--- config.mk ---
export PLATFORM = sky130hd
export DESIGN_NAME = lut_layer_scheduler
export DESIGN_NICKNAME = d
export VERILOG_FILES = /design/src/rtl/lut_sched_pkg.sv /design/src/rtl/lut_neuron_bank.sv /design/src/rtl/lut_layer_scheduler.sv
export SDC_FILE = /design/constraint.sdc
export NUM_CORES = 2
export LEC_CHECK = 0
export ABC_AREA = 0
export BUFFER_PORTS_ARGS = -buffer_cell sky130_fd_sc_hd__buf_4
export CAP_MARGIN = 40
export CORE_MARGIN = 3
export CORE_UTILIZATION = 70
export CTS_BUF_LIST = sky130_fd_sc_hd__clkbuf_2
export CTS_CLUSTER_DIAMETER = 150
export DETAILED_ROUTE_END_ITERATION = 10
export PLACE_DENSITY = 0.88
export SYNTH_ARGS = -nofsm -noshare
export SYNTH_HDL_FRONTEND = slang
export SYNTH_SLANG_ARGS = --single-unit
--- constraint.sdc ---
create_clock -name clk -period 9.6 [get_ports clk]
set_input_delay 0.48 -clock clk [delete_from_list [all_inputs] [get_ports clk]]
set_output_delay 0.48 -clock clk [all_outputs]
set_load 0.02 [all_outputs]
--- src/rtl/lut_sched_pkg.sv ---
// Shared constants and FSM state encoding for the LUT layer scheduler.
// Each neuron is a 6-input, 1-bit LUT described by a 64-entry truth table.
package lut_sched_pkg;

  localparam int FANIN    = 6;
  localparam int TT_WIDTH = 64;

  typedef enum logic [1:0] {
    IDLE = 2'd0,
    EVAL = 2'd1,
    DONE = 2'd2
  } state_t;

endpackage

--- src/rtl/lut_neuron_bank.sv ---
// Truth-table and connection storage for every neuron, with guarded config writes.
// Reads are combinational on rd_idx so the scheduler can evaluate one neuron per cycle.
module lut_neuron_bank
  import lut_sched_pkg::*;
#(
  parameter int NUM_NEURONS = 16,
  parameter int IDX_W       = 6,
  parameter int NSEL_W      = 5,
  parameter int CNT_W       = 4
) (
  input  logic                     clk,
  input  logic                     rst_n,
  input  logic                     cfg_allow,
  input  logic                     cfg_tt_we,
  input  logic                     cfg_conn_we,
  input  logic [NSEL_W-1:0]        cfg_neuron,
  input  logic [TT_WIDTH-1:0]      cfg_tt_data,
  input  logic [FANIN*IDX_W-1:0]   cfg_conn_data,
  input  logic [CNT_W-1:0]         rd_idx,
  output logic [TT_WIDTH-1:0]      rd_tt,
  output logic [FANIN*IDX_W-1:0]   rd_conn,
  output logic                     cfg_err
);

  localparam logic [NSEL_W-1:0] NUM_N = NSEL_W'(NUM_NEURONS);

  logic [TT_WIDTH-1:0]    tt_q   [NUM_NEURONS];
  logic [FANIN*IDX_W-1:0] conn_q [NUM_NEURONS];
  logic                   cfg_err_q;
  logic                   cfg_err_d;
  logic                   any_we;
  logic                   wr_ok;

  always_comb begin
    any_we    = cfg_tt_we | cfg_conn_we;
    wr_ok     = any_we & cfg_allow & (cfg_neuron < NUM_N);
    // Both strobes share one neuron select, so a combined write is all-or-nothing.
    cfg_err_d = any_we & ~wr_ok;
  end

  genvar gi;
  generate
    for (gi = 0; gi < NUM_NEURONS; gi++) begin : g_store
      logic sel;
      assign sel = wr_ok & (cfg_neuron == NSEL_W'(gi));

      always_ff @(posedge clk or negedge rst_n) begin
        if (!rst_n) begin
          tt_q[gi]   <= '0;
          conn_q[gi] <= '0;
        end else begin
          if (sel && cfg_tt_we)   tt_q[gi]   <= cfg_tt_data;
          if (sel && cfg_conn_we) conn_q[gi] <= cfg_conn_data;
        end
      end
    end
  endgenerate

  always_ff @(posedge clk or negedge rst_n) begin
    if (!rst_n) cfg_err_q <= 1'b0;
    else        cfg_err_q <= cfg_err_d;
  end

  assign rd_tt   = tt_q[rd_idx];
  assign rd_conn = conn_q[rd_idx];
  assign cfg_err = cfg_err_q;

endmodule

--- src/rtl/lut_layer_scheduler.sv ---
// Evaluates one layer of 6-input LUT neurons, one neuron per cycle, over a captured
// input vector, then presents the packed result under a valid/ready handshake.
module lut_layer_scheduler
  import lut_sched_pkg::*;
#(
  parameter int IN_WIDTH    = 32,
  parameter int NUM_NEURONS = 16,
  // One spare bit on each index so out-of-range values are representable and handled.
  localparam int IDX_W  = $clog2(IN_WIDTH) + 1,
  localparam int NSEL_W = $clog2(NUM_NEURONS) + 1
) (
  input  logic                   clk,
  input  logic                   rst_n,
  input  logic                   in_valid,
  output logic                   in_ready,
  input  logic [IN_WIDTH-1:0]    in_data,
  output logic                   out_valid,
  input  logic                   out_ready,
  output logic [NUM_NEURONS-1:0] out_data,
  input  logic                   cfg_tt_we,
  input  logic                   cfg_conn_we,
  input  logic [NSEL_W-1:0]      cfg_neuron,
  input  logic [TT_WIDTH-1:0]    cfg_tt_data,
  input  logic [FANIN*IDX_W-1:0] cfg_conn_data,
  output logic                   cfg_err,
  output logic                   busy
);

  localparam int                CNT_W  = (NUM_NEURONS > 1) ? $clog2(NUM_NEURONS) : 1;
  localparam int                IBIT_W = (IN_WIDTH > 1) ? $clog2(IN_WIDTH) : 1;
  localparam logic [CNT_W-1:0]  LAST   = CNT_W'(NUM_NEURONS - 1);
  localparam logic [IDX_W-1:0]  IN_LIM = IDX_W'(IN_WIDTH);

  state_t                 state_q, state_d;
  logic [CNT_W-1:0]       cnt_q, cnt_d;
  logic [IN_WIDTH-1:0]    in_cap_q, in_cap_d;
  logic [NUM_NEURONS-1:0] out_data_q, out_data_d;
  logic                   out_valid_q, out_valid_d;
  logic                   in_ready_q, in_ready_d;
  logic                   busy_q, busy_d;

  logic [TT_WIDTH-1:0]    rd_tt;
  logic [FANIN*IDX_W-1:0] rd_conn;
  logic [FANIN-1:0]       lut_addr;
  logic                   cfg_allow;

  assign cfg_allow = (state_q == IDLE) & ~in_valid;

  lut_neuron_bank #(
    .NUM_NEURONS (NUM_NEURONS),
    .IDX_W       (IDX_W),
    .NSEL_W      (NSEL_W),
    .CNT_W       (CNT_W)
  ) u_bank (
    .clk           (clk),
    .rst_n         (rst_n),
    .cfg_allow     (cfg_allow),
    .cfg_tt_we     (cfg_tt_we),
    .cfg_conn_we   (cfg_conn_we),
    .cfg_neuron    (cfg_neuron),
    .cfg_tt_data   (cfg_tt_data),
    .cfg_conn_data (cfg_conn_data),
    .rd_idx        (cnt_q),
    .rd_tt         (rd_tt),
    .rd_conn       (rd_conn),
    .cfg_err       (cfg_err)
  );

  genvar gi;
  generate
    for (gi = 0; gi < FANIN; gi++) begin : g_addr
      logic [IDX_W-1:0] idx;
      assign idx = rd_conn[gi*IDX_W +: IDX_W];
      // Indices past the input vector read as a constant 0.
      assign lut_addr[gi] = (idx < IN_LIM) ? in_cap_q[idx[IBIT_W-1:0]] : 1'b0;
    end
  endgenerate

  always_comb begin
    state_d    = state_q;
    cnt_d      = cnt_q;
    in_cap_d   = in_cap_q;
    out_data_d = out_data_q;
    case (state_q)
      IDLE: begin
        if (in_valid) begin
          in_cap_d = in_data;
          cnt_d    = '0;
          state_d  = EVAL;
        end
      end
      EVAL: begin
        out_data_d[cnt_q] = rd_tt[lut_addr];
        if (cnt_q == LAST) begin
          cnt_d   = '0;
          state_d = DONE;
        end else begin
          cnt_d = cnt_q + 1'b1;
        end
      end
      DONE: begin
        if (out_ready) state_d = IDLE;
      end
      default: state_d = IDLE;
    endcase
    out_valid_d = (state_d == DONE);
    in_ready_d  = (state_d == IDLE);
    busy_d      = (state_d != IDLE);
  end

  always_ff @(posedge clk or negedge rst_n) begin
    if (!rst_n) begin
      state_q     <= IDLE;
      cnt_q       <= '0;
      in_cap_q    <= '0;
      out_data_q  <= '0;
      out_valid_q <= 1'b0;
      in_ready_q  <= 1'b1;
      busy_q      <= 1'b0;
    end else begin
      state_q     <= state_d;
      cnt_q       <= cnt_d;
      in_cap_q    <= in_cap_d;
      out_data_q  <= out_data_d;
      out_valid_q <= out_valid_d;
      in_ready_q  <= in_ready_d;
      busy_q      <= busy_d;
    end
  end

  assign in_ready  = in_ready_q;
  assign out_valid = out_valid_q;
  assign out_data  = out_data_q;
  assign busy      = busy_q;

endmodule
# After elaboration in Yosys (flattened, before gate mapping)
# Cells that the tools add are included.
# Widths: inputs -> output; s select.
dict set report classes {
  n_addsub 1
  n_lt_le_gt_ge 17
  n_eq_ne 20
  n_mux 36
  bitwise 24
  reduce_logical 40
}
# cell n
set op_table {}
lappend op_table {{$bmux 64 s4} 1}
lappend op_table {{$bmux 36 s4} 1}
lappend op_table {{$mux 64} 2}
lappend op_table {{$mux 36} 2}
lappend op_table {{$eq 5x4->1 const B} 8}
lappend op_table {{$lt 5x6->1 const B} 6}
lappend op_table {{$lt 6x6->1 const B} 6}
lappend op_table {{$logic_and 1x1->1} 33}
lappend op_table {{$bmux 1 s5} 6}
lappend op_table {{$and 1x1->1} 20}
lappend op_table {{$eq 5x3->1 const B} 4}
lappend op_table {{$bwmux 16} 1}
lappend op_table {{$mux 1} 14}
lappend op_table {{$eq 5x2->1 const B} 2}
lappend op_table {{$mux 4} 2}
lappend op_table {{$pmux 4 s2} 1}
lappend op_table {{$lt 6x7->1 const B} 1}
lappend op_table {{$bmux 1 s6} 1}
lappend op_table {{$mux 2} 3}
lappend op_table {{$pmux 2 s3} 1}
lappend op_table {{$eq 5x1->1 const B} 1}
lappend op_table {{$ge 5x5->1 const B} 1}
lappend op_table {{$logic_not 5->1} 1}
lappend op_table {{$lt 4x5->1 const B} 1}
lappend op_table {{other kinds (14)} 19}
dict set report word_totals {
  register_bits 1658
  inputBits 143
  wordCells 178
}

# Depth between registers and ports, before layout
dict set report logic_depth {
  word_depth 10
  mapped_depth 22
  mapped_depth_nobuf 14
}

# Hierarchy
# From an unflattened synthesis, not the netlist that was laid out.
dict set report hier_totals {
  cells_unflattened 4653
  hier_area_um2 75610.0
}
# module instances cells_per_inst area_per_inst_um2
set by_module_without_submodules {}
lappend by_module_without_submodules {lut_neuron_bank 1 4343 71223.3}
lappend by_module_without_submodules {lut_layer_scheduler 1 310 4386.7}

# Worst setup path after synthesis
# Ideal clock, no wire load.
dict set report synth_timing {
  path_kind {reg-to-reg}
  from {reg cnt_q[0]}
  to {reg out_data_q[4] (netlist: out_data[4])}
  setup_time_ns 0.128
  arrival_time_ns 4.318
  t_required_ns 9.472
  setup_slack_ns 5.154
  path_stages_with_launch 18
  path_buffers 10
  path_cell_list {dfrtp_1 > buf_6 > buf_12 > buf_12 > buf_8 > buf_4 > buf_4 > buf_2 > buf_2 > buf_2 > mux4_2 > mux4_2 > mux2i_1 > a21oi_1 > o311ai_0 > o41ai_2 > buf_6 > mux2_1}
}
dict set report synth_between {
  elab_chain_cells 10
}
# item line_no
set synth_rtl {}
lappend synth_rtl {{from (decl)} lut_layer_scheduler.sv:35} ;# logic [CNT_W-1:0] cnt_q, cnt_d;
lappend synth_rtl {{from (signal assigned)} lut_layer_scheduler.sv:122} ;# cnt_q <= cnt_d;
lappend synth_rtl {{$not 4->5 (implied by the code)} {lut_neuron_bank.sv:64, lut_neuron_bank.sv:65}}
lappend synth_rtl {{$bmux 36 s4} lut_neuron_bank.sv:65} ;# assign rd_conn = conn_q[rd_idx];
lappend synth_rtl {{$mux 36 (implied by the code) (2 in a row)} lut_neuron_bank.sv:65}
lappend synth_rtl {{$bmux 1 s5} lut_layer_scheduler.sv:75} ;# assign lut_addr[gi] = (idx < IN_LIM) ? in_cap_q[idx[IBIT_W-1:0]] : 1'b0;
lappend synth_rtl {{$mux 1 (implied by the code)} lut_layer_scheduler.sv:75}
lappend synth_rtl {{$mux 1} lut_layer_scheduler.sv:75}
lappend synth_rtl {{$bmux 1 s6} lut_layer_scheduler.sv:93} ;# out_data_d[cnt_q] = rd_tt[lut_addr];
lappend synth_rtl {{$mux 1 (implied by the code)} lut_layer_scheduler.sv:93}
lappend synth_rtl {{$bwmux 16 (*)} lut_layer_scheduler.sv:93}
lappend synth_rtl {{to (signal assigned)} lut_layer_scheduler.sv:124} ;# out_data_q <= out_data_d;
lappend synth_rtl {{to (decl)} lut_layer_scheduler.sv:37} ;# logic [NUM_NEURONS-1:0] out_data_q, out_data_d;
# Every way passes the cells marked *; elsewhere a longest branch is shown, timed or not. The select of a mux whose other input is x is not followed.
# A chain may end at the register's enable or synchronous reset.

# Final worst setup path
dict set report layout_timing {
  from {reg cnt_q[0]}
  to {reg out_data_q[5] (netlist: out_data[5])}
}
# Same word-level chain as after synthesis.

==> run_results.csv <==
group,metric,value,unit
hold_path,whs_path_depth,5,
place,place_area,79000,um2
critical_path,crit_type,"flop to flop",
cells_and_area,num-nets-final,5465,
power_and_ir_drop,power.density,212,nW/um2
cells_and_area,finalInstanceArea,86100,um2
floorplan,io_pins,163,
critical_path,reg2reg_depth,16,
logic_synthesis,netlist_instances,4674,
grt,grt-ovfl-total,0,
drt,post-route-drc-count,0,
logic_synthesis,ys_seq_elements,1658,
grt,grt_pass1_vias,51600,
logic_synthesis,syn_area_per_cell,16.3,um2
clock_network,clk_pin_slew,110,ps
hold_path,hp-class,"input port to flop",
clock_network,cts_tree,"built",
drt,dr_total_vias,47800,
sta,period_share,68.6,%
clock_network,cts-buffers-inserted,411,
place,hpwl,111000,um
sta,max_slew_margin,28.5,%
critical_path,r2r_end,"out_data[5]$_DFFE_PN0P_",
critical_path,critical_path.startpoint_type,"flop",
logic_synthesis,ys_seq_area_share,54.5,%
grt,grt_max_degree,195,
power_and_ir_drop,power.leakage,41.9,nW
hold_path,worstHoldEndpoint,"u_bank.conn_q[553]$_DFFE_PN0P_",
floorplan,start_util,70.8,%
place,gp_congestion,0.921,
drt,drt-vias-per-instance,6.83,
critical_path,crit_arrival,8040,ps
cells_and_area,drive_gt1_share,54.4,%
drt,drtIter0Drc,4591,
sta,worst_pin_slew,1070,ps
floorplan,die_y,336,um
sta,clock_skew,248,ps
logic_synthesis,synthTopCellsByCount,"1657 x dfrtp_1, 1638 x mux2_2, 479 x mux4_2, 296 x clkbuf_1, 143 x nand2_1",
floorplan,rows,120,
drt,drt_first_pass_iters,8,
power_and_ir_drop,ir_worst_vdd,0.229,mV
logic_synthesis,synth_top_area_share,54.5,%
critical_path,ff2ff_setup_slack,3020,ps
sta,fin_crit,6580,ps
floorplan,core,108000,um2
logic_synthesis,netlist_area,76100,um2
clock_network,clk_path_buf_depth,4,
logic_synthesis,synth_nets,4821,
critical_path,critPathCaptureType,"flop",
cells_and_area,seq_area,41500,um2
cells_and_area,final_cells,6998,
sta,tns,0,ps
clock_network,cts-root-buf,"clkbuf_2",
logic_synthesis,yosys-top-cells-area,"dfrtp_1 54%, mux2_2 24%, mux4_2 14%",
cells_and_area,n_fill_cell,5521,
cells_and_area,finalCoreUtilization,80.1,%
grt,antenna_found_initial,19,
drt,antenna_left,0,
critical_path,crit_required,11060,ps
clock_network,clock_latency,1750,ps
logic_synthesis,ys.flop_type,"dfrtp_1",
status,status,"finished, final reports clean",
place,place_inst,5948,
sta,hold_viol,0,
logic_synthesis,yosys_warnings,0,
logic_synthesis,synth_cell_types,67,
grt,grt.total_usage,36.7,%
cells_and_area,area_growth,13.0,%
critical_path,r2r-start,"cnt_q[0]$_DFFE_PN0P_",
grt,grt_pass1_wl,310000,um
clock_network,htree_levels,5,
drt,routedWlPerCell,28.9,um
sta,drv_slew,0,
sta,finalSetupViolCount,0,
critical_path,cp_max_fo,51,
logic_synthesis,synth_most_common_cell,"dfrtp_1",
floorplan,die_area,113000,um2
place,port_buffers,162,
run,maxCapViolCount,0,
drt,route.final.wire_length,203000,um
logic_synthesis,synth_edf_count,0,
cells_and_area,multi_input_area,33100,um2
hold_path,hp-start,"cfg_neuron[3]",
logic_synthesis,yosysTopAreaCell,"dfrtp_1",
sta,max_freq,152,MHz
power_and_ir_drop,power,18.2,mW
logic_synthesis,synth_async_sr_flop_share,100,%
floorplan,die_x,336,um
sta,rsz0062_at_grt,"false",
clock_network,cts.sinks,1658,
-- layer usage --
metal  up-vias  wire [um]  GRT usage, %
li1      19100          -             -
met3       798      17200          8.74
met1     25300      76400          48.6
met2      2684      97700          57.4
met4         8      11200          20.0
met5         -         53             0
-- power breakdown --
group / switching (mW) / total (mW) / internal, mW
Combinational: 2.94 / 5.56 / 2.62
Sequential: 0.652 / 8.23 / 7.57
Clock: 2.81 / 4.46 / 1.65
-- cells by family after synthesis --
family          after synthesis  share of synthesized area (%)
buf+inv                     402                           2.35
flops                      1658                           54.5
compound gates              105                          0.989
fa+ha+maj                     4                         0.0657
simple gates                274                           1.59
mux                        2231                           40.5
-- layout by cell type (no fill, tap or decap), types with 3 or more instances in the layout --
cell           Yosys  layout
nand3b_1           4       4
clkinv_2           0       5
mux2_2          1638    1638
nor2_4             0      24
mux2i_1           84      84
nor2b_1           15      13
clkbuf_2           0     580
buf_12             4      29
or2_2              3       3
nor3_1             3       3
a211oi_1          11      11
a22oi_1            8       8
dfrtp_1         1657    1654
inv_2              1       7
diode_2            0      19
o22ai_1            5       5
nand3_1           32      28
inv_1              8       8
a31oi_1            6       6
ha_1               4       4
mux4_1            29      29
nand2b_1           4       4
nand2_1          143     141
dfrtp_4            0       3
a22o_1             3       3
and2_1             5       5
nor2_1            50      26
o21ai_0           22      22
a21oi_1           11      11
dlygate4sd3_1      0     356
a32o_1             4       4
clkinv_1           1      76
buf_16             0      17
buf_4             19     215
o211ai_1          11      11
mux4_2           479     479
-- state kept, by name (all words and copies together) (netlist names) --
register,flops
busy,1
cnt_q,4
in_cap_q,32
in_ready,1
out_data,16
out_valid,1
state_q,2
u_bank.cfg_err,1
u_bank.conn_q,576
u_bank.tt_q,1024
-- final cells by class --
type	count	area share, %
sequential	1658	48.2
multi-input combinational	2614	38.5
timing repair buffer	623	7.31
clock buffer	580	3.37
tap	1403	2.04
clock inverter	91	0.475
antenna	19	0.0552
inverter	10	0.0523
-- per-stage QoR --
step                      worst slack (ps)  hold slack [ps]
after floorplan                       5150              184
after global placement                2780              480
after detailed placement              3130              487
after CTS                             3080            0.348
after global routing                  2810             98.8
final                                 3020              228
-- worst max-delay path, stage by stage, from the launching register on --
cell and delay (ps):
dfrtp_4 990, buf_12 420, mux4_1 610, mux2_2 310
o21a_1 420, mux2_2 330, o22ai_1 90, o311ai_1 350
nand4_2 600, buf_16 400, mux2i_1 180, mux2i_1 430
a211oi_1 150, or4b_1 600, o41ai_4 130, buf_8 230
mux2_2 170
-- timing repair --
| action | in CTS | in global routing |
|---|---|---|
| gates resized for setup | 0 | 0 |
| hold buffers | 357 | 1 |
| buffers inserted | 0 | 0 |
| hold endpoints to repair | 2447 | 5 |
-- worst max-delay path by stage --
stage	endpoint	slack [ps]	start
after floorplan	out_data[4]$_DFFE_PN0P_	5150	cnt_q[0]$_DFFE_PN0P_
after global placement	out_data[0]$_DFFE_PN0P_	2780	cnt_q[0]$_DFFE_PN0P_
after detailed placement	out_data[5]$_DFFE_PN0P_	3130	cnt_q[0]$_DFFE_PN0P_
after CTS	out_data[5]$_DFFE_PN0P_	3080	cnt_q[0]$_DFFE_PN0P_
after global routing	out_data[5]$_DFFE_PN0P_	2810	cnt_q[0]$_DFFE_PN0P_
final	out_data[5]$_DFFE_PN0P_	3020	cnt_q[0]$_DFFE_PN0P_
Note: power is estimated with default switching activity, not from simulation.
